==> src/rtl/player_move_if.sv <==
// Player controller signal bundle: direction/bomb/stun inputs and
// position/facing/animation/bomb outputs toward board and sprite path.
interface player_move_if #(
  parameter int COORD_W = 6
);
  logic               dir_left;
  logic               dir_right;
  logic               dir_up;
  logic               dir_down;
  logic               bomb_enable;
  logic               bomb_ack;
  logic               stunned_effect;
  logic               bomb_requested;
  logic [COORD_W-1:0] position_x;
  logic [COORD_W-1:0] position_y;
  logic [1:0]         facing;
  logic               stunned;
  logic [3:0]         animation_action;

  modport master (
    output dir_left, dir_right, dir_up, dir_down,
    output bomb_enable, bomb_ack, stunned_effect,
    input  bomb_requested, position_x, position_y,
    input  facing, stunned, animation_action
  );

  modport slave (
    input  dir_left, dir_right, dir_up, dir_down,
    input  bomb_enable, bomb_ack, stunned_effect,
    output bomb_requested, position_x, position_y,
    output facing, stunned, animation_action
  );
endinterface

==> src/rtl/player_move_ctrl.sv <==
// Grid player: rate-limited steps, facing, stun lockout, bomb handshake.
// Define PLAYER_WRAP_EN to wrap at board edges instead of clamp-and-bump.
module player_move_ctrl #(
  parameter int GRID_W      = 16,
  parameter int GRID_H      = 16,
  parameter int COORD_W     = 6,
  parameter int MOVE_PERIOD = 8,
  parameter int STUN_CYCLES = 32,
  parameter int START_X     = 0,
  parameter int START_Y     = 0
) (
  input logic          clock,
  input logic          reset,
  player_move_if.slave bus
);
  localparam int CD_W = $clog2(MOVE_PERIOD + 1);
  localparam int ST_W = $clog2(STUN_CYCLES + 1);
  localparam logic [COORD_W-1:0] X_MAX = COORD_W'(GRID_W - 1);
  localparam logic [COORD_W-1:0] Y_MAX = COORD_W'(GRID_H - 1);

  typedef enum logic [1:0] {IDLE, MOVE, STUN} state_t;

  state_t             state, state_n;
  logic [CD_W-1:0]    cd, cd_n;
  logic [ST_W-1:0]    st, st_n;
  logic [COORD_W-1:0] pos_x, pos_y, x_n, y_n;
  logic [COORD_W-1:0] step_x, step_y;
  logic [1:0]         face, face_n, dir_code;
  logic [3:0]         anim, anim_n;
  logic               bomb, bomb_n;
  logic               dir_any, blocked, take;

  // up > right > left > down
  always_comb begin
    dir_any  = bus.dir_up | bus.dir_right
             | bus.dir_left | bus.dir_down;
    dir_code = 2'd3;
    if (bus.dir_up)         dir_code = 2'd2;
    else if (bus.dir_right) dir_code = 2'd1;
    else if (bus.dir_left)  dir_code = 2'd0;
  end

  always_comb begin
    step_x  = pos_x;
    step_y  = pos_y;
    blocked = 1'b0;
    case (dir_code)
      2'd0: begin
        if (pos_x == '0)
`ifdef PLAYER_WRAP_EN
          step_x = X_MAX;
`else
          blocked = 1'b1;
`endif
        else step_x = pos_x - 1'b1;
      end
      2'd1: begin
        if (pos_x == X_MAX)
`ifdef PLAYER_WRAP_EN
          step_x = '0;
`else
          blocked = 1'b1;
`endif
        else step_x = pos_x + 1'b1;
      end
      2'd2: begin
        if (pos_y == Y_MAX)
`ifdef PLAYER_WRAP_EN
          step_y = '0;
`else
          blocked = 1'b1;
`endif
        else step_y = pos_y + 1'b1;
      end
      default: begin
        if (pos_y == '0)
`ifdef PLAYER_WRAP_EN
          step_y = Y_MAX;
`else
          blocked = 1'b1;
`endif
        else step_y = pos_y - 1'b1;
      end
    endcase
  end

  always_comb begin
    state_n = state;
    cd_n    = cd;
    st_n    = st;
    x_n     = pos_x;
    y_n     = pos_y;
    face_n  = face;
    anim_n  = 4'd0;
    bomb_n  = bomb;
    take    = 1'b0;
    if (bus.stunned_effect) begin
      state_n = STUN;
      st_n    = ST_W'(STUN_CYCLES);
      cd_n    = '0;
      anim_n  = 4'd5;
      bomb_n  = 1'b0;
    end else begin
      unique case (state)
        STUN: begin
          if (st <= ST_W'(1)) begin
            state_n = IDLE;
            st_n    = '0;
          end else begin
            st_n   = st - 1'b1;
            anim_n = 4'd5;
          end
        end
        IDLE: begin
          if (dir_any) begin
            take    = 1'b1;
            cd_n    = CD_W'(MOVE_PERIOD - 1);
            state_n = MOVE;
          end
        end
        MOVE: begin
          if (!dir_any) begin
            state_n = IDLE;
            cd_n    = '0;
          end else if (cd == '0) begin
            take = 1'b1;
            cd_n = CD_W'(MOVE_PERIOD - 1);
          end else begin
            cd_n = cd - 1'b1;
          end
        end
        default: state_n = IDLE;
      endcase
      if (state != STUN && dir_any)
        face_n = dir_code;
      if (take) begin
        if (blocked) begin
          anim_n = 4'd6;
        end else begin
          x_n    = step_x;
          y_n    = step_y;
          anim_n = {2'b00, dir_code} + 4'd1;
        end
      end
      if (bomb && bus.bomb_ack)
        bomb_n = 1'b0;
      else if (!bomb && state != STUN && bus.bomb_enable)
        bomb_n = 1'b1;
    end
  end

  always_ff @(posedge clock or posedge reset) begin
    if (reset) begin
      state <= IDLE;
      cd    <= '0;
      st    <= '0;
      pos_x <= COORD_W'(START_X);
      pos_y <= COORD_W'(START_Y);
      face  <= 2'd3;
      anim  <= 4'd0;
      bomb  <= 1'b0;
    end else begin
      state <= state_n;
      cd    <= cd_n;
      st    <= st_n;
      pos_x <= x_n;
      pos_y <= y_n;
      face  <= face_n;
      anim  <= anim_n;
      bomb  <= bomb_n;
    end
  end

  assign bus.position_x       = pos_x;
  assign bus.position_y       = pos_y;
  assign bus.facing           = face;
  assign bus.animation_action = anim;
  assign bus.bomb_requested   = bomb;
  assign bus.stunned          = (state == STUN);
endmodule

==> src/flat_wrapper.sv <==
// flat-port wrapper written by rule: the top's interface ports become plain ports
module player_move_ctrl_flat 
#(
  parameter int GRID_W      = 16,
  parameter int GRID_H      = 16,
  parameter int COORD_W     = 6,
  parameter int MOVE_PERIOD = 8,
  parameter int STUN_CYCLES = 32,
  parameter int START_X     = 0,
  parameter int START_Y     = 0
)
  (clock, reset, bus_dir_left, bus_dir_right, bus_dir_up, bus_dir_down, bus_bomb_enable, bus_bomb_ack, bus_stunned_effect, bus_bomb_requested, bus_position_x, bus_position_y, bus_facing, bus_stunned, bus_animation_action);
  player_move_if #(.COORD_W(COORD_W)) bus_i ();
  input logic clock;
  input logic reset;
  input wire logic [$bits(bus_i.dir_left)-1:0] bus_dir_left;
  input wire logic [$bits(bus_i.dir_right)-1:0] bus_dir_right;
  input wire logic [$bits(bus_i.dir_up)-1:0] bus_dir_up;
  input wire logic [$bits(bus_i.dir_down)-1:0] bus_dir_down;
  input wire logic [$bits(bus_i.bomb_enable)-1:0] bus_bomb_enable;
  input wire logic [$bits(bus_i.bomb_ack)-1:0] bus_bomb_ack;
  input wire logic [$bits(bus_i.stunned_effect)-1:0] bus_stunned_effect;
  output wire logic [$bits(bus_i.bomb_requested)-1:0] bus_bomb_requested;
  output wire logic [$bits(bus_i.position_x)-1:0] bus_position_x;
  output wire logic [$bits(bus_i.position_y)-1:0] bus_position_y;
  output wire logic [$bits(bus_i.facing)-1:0] bus_facing;
  output wire logic [$bits(bus_i.stunned)-1:0] bus_stunned;
  output wire logic [$bits(bus_i.animation_action)-1:0] bus_animation_action;
  assign bus_i.dir_left = bus_dir_left;
  assign bus_i.dir_right = bus_dir_right;
  assign bus_i.dir_up = bus_dir_up;
  assign bus_i.dir_down = bus_dir_down;
  assign bus_i.bomb_enable = bus_bomb_enable;
  assign bus_i.bomb_ack = bus_bomb_ack;
  assign bus_i.stunned_effect = bus_stunned_effect;
  assign bus_bomb_requested = bus_i.bomb_requested;
  assign bus_position_x = bus_i.position_x;
  assign bus_position_y = bus_i.position_y;
  assign bus_facing = bus_i.facing;
  assign bus_stunned = bus_i.stunned;
  assign bus_animation_action = bus_i.animation_action;
  player_move_ctrl #(.GRID_W(GRID_W), .GRID_H(GRID_H), .COORD_W(COORD_W), .MOVE_PERIOD(MOVE_PERIOD), .STUN_CYCLES(STUN_CYCLES), .START_X(START_X), .START_Y(START_Y)) u_core (.clock(clock), .reset(reset), .bus(bus_i));
endmodule
==> config.mk <==
export PLATFORM = sky130hd
export DESIGN_NAME = player_move_ctrl_flat
export DESIGN_NICKNAME = d
export VERILOG_FILES = /design/src/rtl/player_move_if.sv /design/src/rtl/player_move_ctrl.sv /design/src/flat_wrapper.sv
export SDC_FILE = /design/constraint.sdc
export NUM_CORES = 1
export LEC_CHECK = 0
export ABC_AREA = 1
export BUFFER_PORTS_ARGS = -buffer_cell sky130_fd_sc_hd__buf_4
export CAP_MARGIN = 10
export CORE_MARGIN = 2
export CORE_UTILIZATION = 40
export CTS_CLUSTER_SIZE = 12
export DETAILED_ROUTE_END_ITERATION = 10
export GPL_TIMING_DRIVEN = 0
export RECOVER_POWER = 50
export SYNTH_ARGS = -nofsm -noshare
export SYNTH_HDL_FRONTEND = slang
export SYNTH_SLANG_ARGS = --single-unit
==> constraint.sdc <==
create_clock -name clock -period 2.4 [get_ports clock]
set_input_delay 0 -clock clock [delete_from_list [all_inputs] [get_ports clock]]
set_output_delay 0 -clock clock [all_outputs]
set_load 0.005 [all_outputs]
---- Word level (Yosys, flattened, before mapping) ----
Cells that the tools add are included.
word-level totals
  word-level logic and storage cells ...... 96
  input bits .............................. 9
  register bits after elaboration ......... 31
  output and inout port bits .............. 20
operators by class
  eq/ne operators ......................... 14
  reductions and logical operators ........ 20
  bitwise logic cells ..................... 6
  add/sub/neg operators ................... 7
  $lt $le $gt $ge ......................... 1
  mux-type cells .......................... 40
operator list
  kind                 count
  $mux 6               7
  $mux 4               8
  $pmux 6 s2           2
  $sub 6x1->6 const B  3
  $mux 2               7
  $add 6x1->6 const B  2
  $eq 6x4->1 const B   2
  $logic_not 6->1      2
  $reduce_and 6->1     2
  $mux 1               11
  $ne 2x2->1 const B   5
  $pmux 4 s2           1
  $le 6x1->1 const B   1
  $ne 3x2->1 const B   2
  $pmux 2 s3           1
  $reduce_bool 3->1    2
  $eq 2x1->1 const B   2
  $eq 2x2->1 const B   2
  $logic_and 1x1->1    4
  $logic_not 2->1      2
  $logic_not 4->1      1
  $reduce_and 2->1     2
  $reduce_bool 2->1    2
  $sub 4x1->4 const B  1
  other kinds (10)     14

---- Logic depth before layout (Yosys ltp) ----
Gate-level depths: netlist of the first run.
  depth after elaboration ................. 8
  gate-level depth with buffers ........... 11
  gate-level depth less buffers ........... 11

---- Worst setup path after synthesis of the first run ----
No wires, ideal clock.
  path kind ............................... reg-to-reg
  start ................................... register u_core.pos_x[0] (netlist: u_core.bus.position_x[0])
  end ..................................... register u_core.pos_x[4] (netlist: u_core.bus.position_x[4])
  stages on the path, launching flop included .. 7
  slack ................................... 0.928 ns
  required time ........................... 2.335 ns
  buffers on the path ..................... 0
  clock period less this slack ............ 1.472 ns
  data arrival time ....................... 1.407 ns
  cell sequence ........................... dfrtp_1 -> inv_1 -> fa_1 -> o21ai_0 -> xor2_1 -> nand2_1 -> nand2_1
on the way
  longest elaborated chain between the ends .. 5
RTL lines
  element                                              RTL line                 text
  start: declaration                                   player_move_ctrl.sv:26   logic [COORD_W-1:0] pos_x, pos_y, x_n, y_n;
  start signal: assignment                             player_move_ctrl.sv:157  pos_x <= COORD_W'(START_X);
  start signal: assignment                             player_move_ctrl.sv:166  pos_x <= x_n;
  branches (longest 5 deep; another with $add 6x1->6)  --
Parallel ways; which one is timed is not known. The select of a mux whose other input is x is not followed.
A chain may end at the register's enable or synchronous reset.

---- Worst setup path in the final report of the first run ----
  start ................................... register u_core.state[1]
  end ..................................... register u_core.bomb (netlist: u_core.bus.bomb_requested)
on the way
  longest elaborated chain between the ends .. 4
RTL lines
  element                          RTL line                 text
  start: declaration               player_move_ctrl.sv:23   state_t state, state_n;
  start signal: assignment         player_move_ctrl.sv:163  state <= state_n;
  $ne 2x2->1                       player_move_ctrl.sv:147  else if (!bomb && state != STUN && bus.bomb_enable)
  $logic_and 1x1->1 (2 in series)  player_move_ctrl.sv:147
  $reduce_bool 3->1 (no line)      --
  end signal: assignment           player_move_ctrl.sv:170  bomb <= bomb_n;
  end: declaration                 player_move_ctrl.sv:30   logic bomb, bomb_n;
No other way between the ends.

==> results of run 1 <==
area by class of cell:
class                           count  area, sq um  share of cell area (%)
Inverter                           51        191.4                   7.696
Tap cell                           70        87.58                   3.521
Sequential cell                    30        753.2                   30.28
Timing Repair Buffer               32        246.5                   9.909
Multi-Input combinational cell    194         1121                   45.07
Clock buffer                        8        80.08                   3.219
Buffer                              1        7.507                  0.3018
cell usage in the layout, fill, tap and decap left out:
master	instances
nor2_1	19
inv_1	48
ha_1	11
nand2_1	81
dfrtp_1	28
nand2_2	2
nor2_4	3
clkbuf_1	4
xnor2_1	5
o21ai_0	9
nand4_4	1
mux2_2	1
dlygate4sd3_1	4
nand3_4	3
dfstp_2	2
conb_1	1
o21bai_1	7
o22ai_1	5
clkbuf_4	12
a211oi_1	1
nor3_1	1
fa_1	2
xor2_1	6
a21oi_1	10
nand3_1	18
a21oi_2	1
clkbuf_8	5
buf_4	16
inv_2	3
nand4_1	6
o2111ai_1	1
logic make-up after synthesis:
kind of cell | share of synthesized area, %
other | 0.1809
xor gates and xnor gates | 4.647
DFF | 36.33
adders and majority gates | 8.570
muxes | 0.5431
buffers and inverters | 9.596
and+or+nand+nor | 30.30
AOI/OAI and AO/OA | 9.837
critical path, cell delays in order, from the launching register on:
cell           delay, ps
dfrtp_1              320
inv_1                120
nor2_1               300
inv_1                110
a21oi_1              130
a211oi_1              60
dlygate4sd3_1        550
per-layer routing:
metal	vias to the layer above	track usage [%]	wire length, microns
li1	950	-	-
met1	800	19.76	2074
met2	33	26.16	1944
met3	11	2.251	127
met4	0	7.636	107
met5	-	0	0
worst max path at each step:
stage                                                     from                                     to  slack, ps  cells past startpoint
after CTS                          u_core.state[1]$_DFFE_PP0P_  u_core.bus.bomb_requested$_DFFE_PP0P_        690                      6
after global placement                u_core.cd[0]$_DFFE_PP0P_   u_core.bus.position_y[0]$_DFFE_PP0P_        810                      9
final                              u_core.state[1]$_DFFE_PP0P_  u_core.bus.bomb_requested$_DFFE_PP0P_        690                      6
after floorplan           u_core.bus.position_x[0]$_DFFE_PP0P_   u_core.bus.position_x[4]$_DFFE_PP0P_        930                      6
after detailed placement              u_core.cd[0]$_DFFE_PP0P_   u_core.bus.position_y[0]$_DFFE_PP0P_        800                      9
after global routing                                     reset   u_core.bus.position_x[1]$_DFFE_PP0P_        370                      4
sequential cells by signal, summed over array words and instances (netlist names):
name / cells
u_core.bus.position_x: 6
u_core.bus.bomb_requested: 1
u_core.bus.animation_action: 3
u_core.state: 2
u_core.bus.facing: 2
u_core.cd: 4
u_core.bus.position_y: 6
u_core.st: 6
metrics by stage:
step	instances	worst slack, ps
CTS	384	685.0
floorplan	276	928.0
global route	386	371.5
global placement	373	812.8
detailed placement	373	795.2
finish	386	689.6
timing repair:
item,4_1_cts,5_1_grt
hold endpoints to repair,2,9
endpoints found under the setup margin,0,0
hold buffers,3,1
where the power goes:
group	internal, W	switching (W)	leakage (nW)
Sequential	0.000711	0.000210	0.366
Clock	0.000206	0.000188	0.0395
Combinational	0.000641	0.000745	0.904
==> results.ini, run 1 <==
[logic_synthesis]
avgSynthCellArea_sq_um = 7.512
synth_ff_type = dfrtp_1
synth_edf_count = 0
yosysMostFrequentCell = nand2_1
synth.ff_latch_count = 30
synth.area.top_cells = dfrtp_1, nand2_1, inv_1, ha_1, nand3_1
ys.warnings.count = 0
synth_nets = 298
ys_types = 27
postSynthCellCount = 276
synthTopCellsByCount = nand2_1, inv_1, dfrtp_1
synth_largest_area_cell = dfrtp_1
synth_area_sq_um = 2073
synthArstFlopShare_pct = 100.0
seq_area_frac_synth_pct = 36.33
synth_top_area_share_pct = 33.80

[worst_hold_path]
hold_class = primary input to flip-flop
hold_end = u_core.bus.animation_action[1]$_DFF_PP0_
worst_hold_startpoint = bus_dir_right
hold_depth = 5

[setup_path]
cp.required_ps = 2570
reg2reg_depth = 6
cp_max_fo = 7
end_kind = flip-flop
worstReg2RegEnd = u_core.bus.bomb_requested$_DFFE_PP0P_
arrival_ps = 1880
cp-start-kind = flip-flop
rrSetupSlack_ps = 690
critical_path_class = flip-flop to flip-flop
rr_startpoint = u_core.state[1]$_DFFE_PP0P_

[cts]
cts_inserted_buffers = 5
clk_pin_slew_ps = 60
clk_path_buf_depth = 2
h-tree-depth = 2
cts_root_buf = clkbuf_8
clkLatencyLatePin_ps = 280
tritoncts = yes
cts-resized-gates = 0
clock_sinks = 30
post_cts_buffers = 0

[grt]
track_usage_pct = 15.58
grt_max_degree = 31
grt_overflow = 0
grt_antenna_before_repair = 0
grt_pass1_vias = 1702
grt_pass1_wl_microns = 7320

[cells_and_area]
nNetsFinal = 337
final_layout_size_suffix_gt1_share_pct = 15.51
diodes = 0
design_area_sq_um = 2487
fin_util_pct = 49.33
syn_to_final_growth_pct = 19.98
fillCellCount = 497

[sta]
timing.final.crit_share_pct = 71.27
rsz0062_at_grt = false
setup_violations = 0
fin_skew_ps = 3.414
fmax_ghz = 0.5846
hold_violations = 0
hold_ws_ps = 100.5
maxSlewHeadroom_pct = 21.11
slew_violations = 0
fin_tns_setup_ps = 0
min_period_ps = 1710
tightest_slew_ps = 1183

[floorplanning]
start_util_pct = 41.12
io_pins = 29
fp.dieArea_sq_um = 5775
std_cell_rows = 26
chipHeight_microns = 76.00
die_w_microns = 76.00
coreArea_sq_um = 5042

[placed_design]
io_buffers = 27
globalplace.congestion = 0.8147
placedInstanceArea_sq_um = 2364
dp_hpwl_microns = 3194

[drt]
routed_via_density = 4.648
drt_iter0_drc = 74
wl_per_cell_microns = 11.02
dr.pass1.iters = 4
vias = 1794
drc = 0
drt_wl_total_microns = 4253
ant_nets = 0

[outcome]
outcome = finished clean

[pwr]
ir_drop_mv = 0.4882
powerDensity_nw_per_um2 = 1086
leakagePower_nw = 1.309
total_power_w = 0.002701

[run]
max_cap_violations = 0

Power figures use the tool's default switching activity.
==> run 2, diff against run 1 <==
==> constraint.sdc (replaced) <==
create_clock -name clock -period 1.7 [get_ports clock]
set_input_delay 0 -clock clock [delete_from_list [all_inputs] [get_ports clock]]
set_output_delay 0 -clock clock [all_outputs]
set_load 0.005 [all_outputs]
==> run 2 against run 1 <==
Compared with the run above:
- critical path depth did not move
- worst setup slack worse by 570 ps
- global-route usage is the same
- critical path type unchanged
- clock skew rose by 1.7 ps
- hold slack lost 55 ps
- clock power is 42% higher
- clock-buffer cell count did not move
==> results.ini, run 2 (synthesized netlist as in run 1, its figures left out) <==
[outcome]
outcome = finished clean

[setup_path]
rrSetupSlack_ps = 120  ; -570 ps
cp_max_fo = 6  ; -1
reg2reg_depth = 6  ; unchanged
cp-start-kind = flip-flop
cp.required_ps = 1920  ; -650 ps
critical_path_class = flip-flop to flip-flop
arrival_ps = 1800  ; -80 ps
rr_startpoint = u_core.bus.position_x[0]$_DFFE_PP0P_
crit_start = u_core.bus.position_x[0]$_DFFE_PP0P_
end_kind = flip-flop
worstReg2RegEnd = u_core.bus.position_x[4]$_DFFE_PP0P_

[cts]
clock_sinks = 30  ; unchanged
tritoncts = yes
clk_path_buf_depth = 2  ; unchanged
h-tree-depth = 2  ; unchanged
clk_pin_slew_ps = 60  ; about the same
clkLatencyLatePin_ps = 280  ; about the same
cts_root_buf = clkbuf_8
cts_inserted_buffers = 5  ; unchanged

[sta]
fmax_ghz = 0.6328  ; +8.2%
setup_violations = 0  ; unchanged
tightest_slew_ps = 544.8  ; -638.6 ps
min_period_ps = 1580  ; -130.2 ps
maxSlewHeadroom_pct = 63.68  ; +43 points
fin_tns_setup_ps = 0  ; unchanged
hold_violations = 0  ; unchanged
rsz0062_at_grt = false
fin_skew_ps = 5.070  ; +1.656 ps
slew_violations = 0  ; unchanged
timing.final.crit_share_pct = 92.96  ; +22 points

[cells_and_area]
diodes = 0  ; unchanged
fin_util_pct = 49.90  ; +0.57 points
fillCellCount = 492  ; -1.0%
design_area_sq_um = 2516  ; +1.2%
seqCellArea_sq_um = 753.2  ; unchanged
multi_input_area_sq_um = 1139  ; +1.6%
nNetsFinal = 338  ; +0.30%
final_layout_size_suffix_gt1_share_pct = 17.35  ; +1.8 points
layout_commonest_cell = nand2_1
syn_to_final_growth_pct = 21.36
final_cell_mix = nand2_1, inv_1, dfrtp_1, nor2_1

[placed_design]
placedInstanceArea_sq_um = 2364  ; unchanged
globalplace.congestion = 0.8147  ; unchanged
io_buffers = 27  ; unchanged
dp_hpwl_microns = 3194  ; unchanged

[grt]
grt_pass1_wl_microns = 7320  ; unchanged
grt_antenna_before_repair = 0  ; unchanged
grt_max_degree = 31  ; unchanged
grt_pass1_vias = 1702  ; unchanged
grt_overflow = 0  ; unchanged
track_usage_pct = 15.58  ; unchanged

[floorplanning]
coreArea_sq_um = 5042  ; unchanged
start_util_pct = 41.12  ; unchanged
std_cell_rows = 26  ; unchanged
die_w_microns = 76.00  ; unchanged
chipHeight_microns = 76.00  ; unchanged
fp.dieArea_sq_um = 5775  ; unchanged
io_pins = 29  ; unchanged

[drt]
drt_iter0_drc = 79  ; +6.8%
routed_via_density = 4.659  ; +0.24%
drc = 0  ; unchanged
drt_wl_total_microns = 4440  ; +4.4%
dr.pass1.iters = 4  ; unchanged
ant_nets = 0  ; unchanged
vias = 1803  ; +0.50%
wl_per_cell_microns = 11.47  ; +4.1%

[pwr]
p_comb_share_pct = 51.6  ; +0.3 points
swShare_pct = 42.61  ; +0.29 points
leakagePower_nw = 1.330  ; +1.6%
powerDensity_nw_per_um2 = 1531  ; +41%
p_int_w = 0.002211  ; +42%
p_switching_w = 0.001641  ; +44%
seqPwrFrac_pct = 33.9  ; -0.2 points
total_power_w = 0.003852  ; +43%
clockPowerShare_pct = 14.5  ; about the same
ir_drop_mv = 0.6924  ; +42%

[worst_hold_path]
hold_class = primary input to flip-flop
hold_end = u_core.bus.bomb_requested$_DFFE_PP0P_
worst_hold_startpoint = bus_bomb_enable
hold_depth = 3  ; -2

[run]
max_cap_violations = 0  ; unchanged

==> run 2: worst max-delay path by stage <==
stage,to,slack (ps),cells after the start
6_report,u_core.bus.position_x[4]$_DFFE_PP0P_,120,6
5_1_grt,u_core.bus.position_y[1]$_DFFE_PP0P_,0.3,9
4_1_cts,u_core.bus.position_y[0]$_DFFE_PP0P_,90,9
3_5_place_dp,u_core.bus.position_y[0]$_DFFE_PP0P_,100,9
3_3_place_gp,u_core.bus.position_y[0]$_DFFE_PP0P_,110,9
2_1_floorplan,u_core.bus.position_x[4]$_DFFE_PP0P_,230,6
==> run 2: through the flow <==
stage               worst slack (ps)  hold slack [ps]  cells
CTS                            86.89            39.76    383
global route                  0.2760            81.87    387
detailed placement             95.23            184.9    373
global placement               112.8            184.1    373
floorplan                      228.0            72.41    276
finish                         119.8            45.86    387
==> run 2: timing repair <==
action,CTS,global route
buffers inserted,0,1
hold endpoints to repair,2,9
hold buffers,2,1
setup endpoints to repair,0,10
gates resized for setup,0,3
==> run 2: cell type report <==
| cell class | instances | area share, % |
|---|---|---|
| multi-input cells | 195 | 45.25 |
| flip-flops and latches | 30 | 29.94 |
| repair buffers | 32 | 10.24 |
| inverters | 51 | 7.608 |
| well taps | 70 | 3.481 |
| clock buffers | 8 | 3.183 |
| plain buffers | 1 | 0.2984 |
==> run 2: worst max-delay path, stage by stage, from the launching register on <==
cell,delay (ps)
dfrtp_1,440
inv_1,120
fa_1,460
o21ai_0,220
xor2_1,160
nand2_1,60
nand2_1,60
==> run 2: power groups by stage <==
stage | logic, W | clock network [W] | registers, W
final | 0.00199 | 0.000558 | 0.00131
after global routing | 0.00230 | 0.000596 | 0.00136
after CTS | 0.00198 | 0.000571 | 0.00131
after detailed placement | 0.00196 | 0 | 0.00132
after global placement | 0.00192 | 0 | 0.00131
after floorplan | 0.00139 | 0 | 0.00126
==> run 2: layer usage <==
layer | GRT usage [%] | routed length (microns) | vias up
li1 | - | - | 954
met1 | 19.76 | 2188 | 815
met2 | 26.16 | 2042 | 25
met3 | 2.251 | 113 | 9
met4 | 7.636 | 95 | 0
met5 | 0 | 0 | -
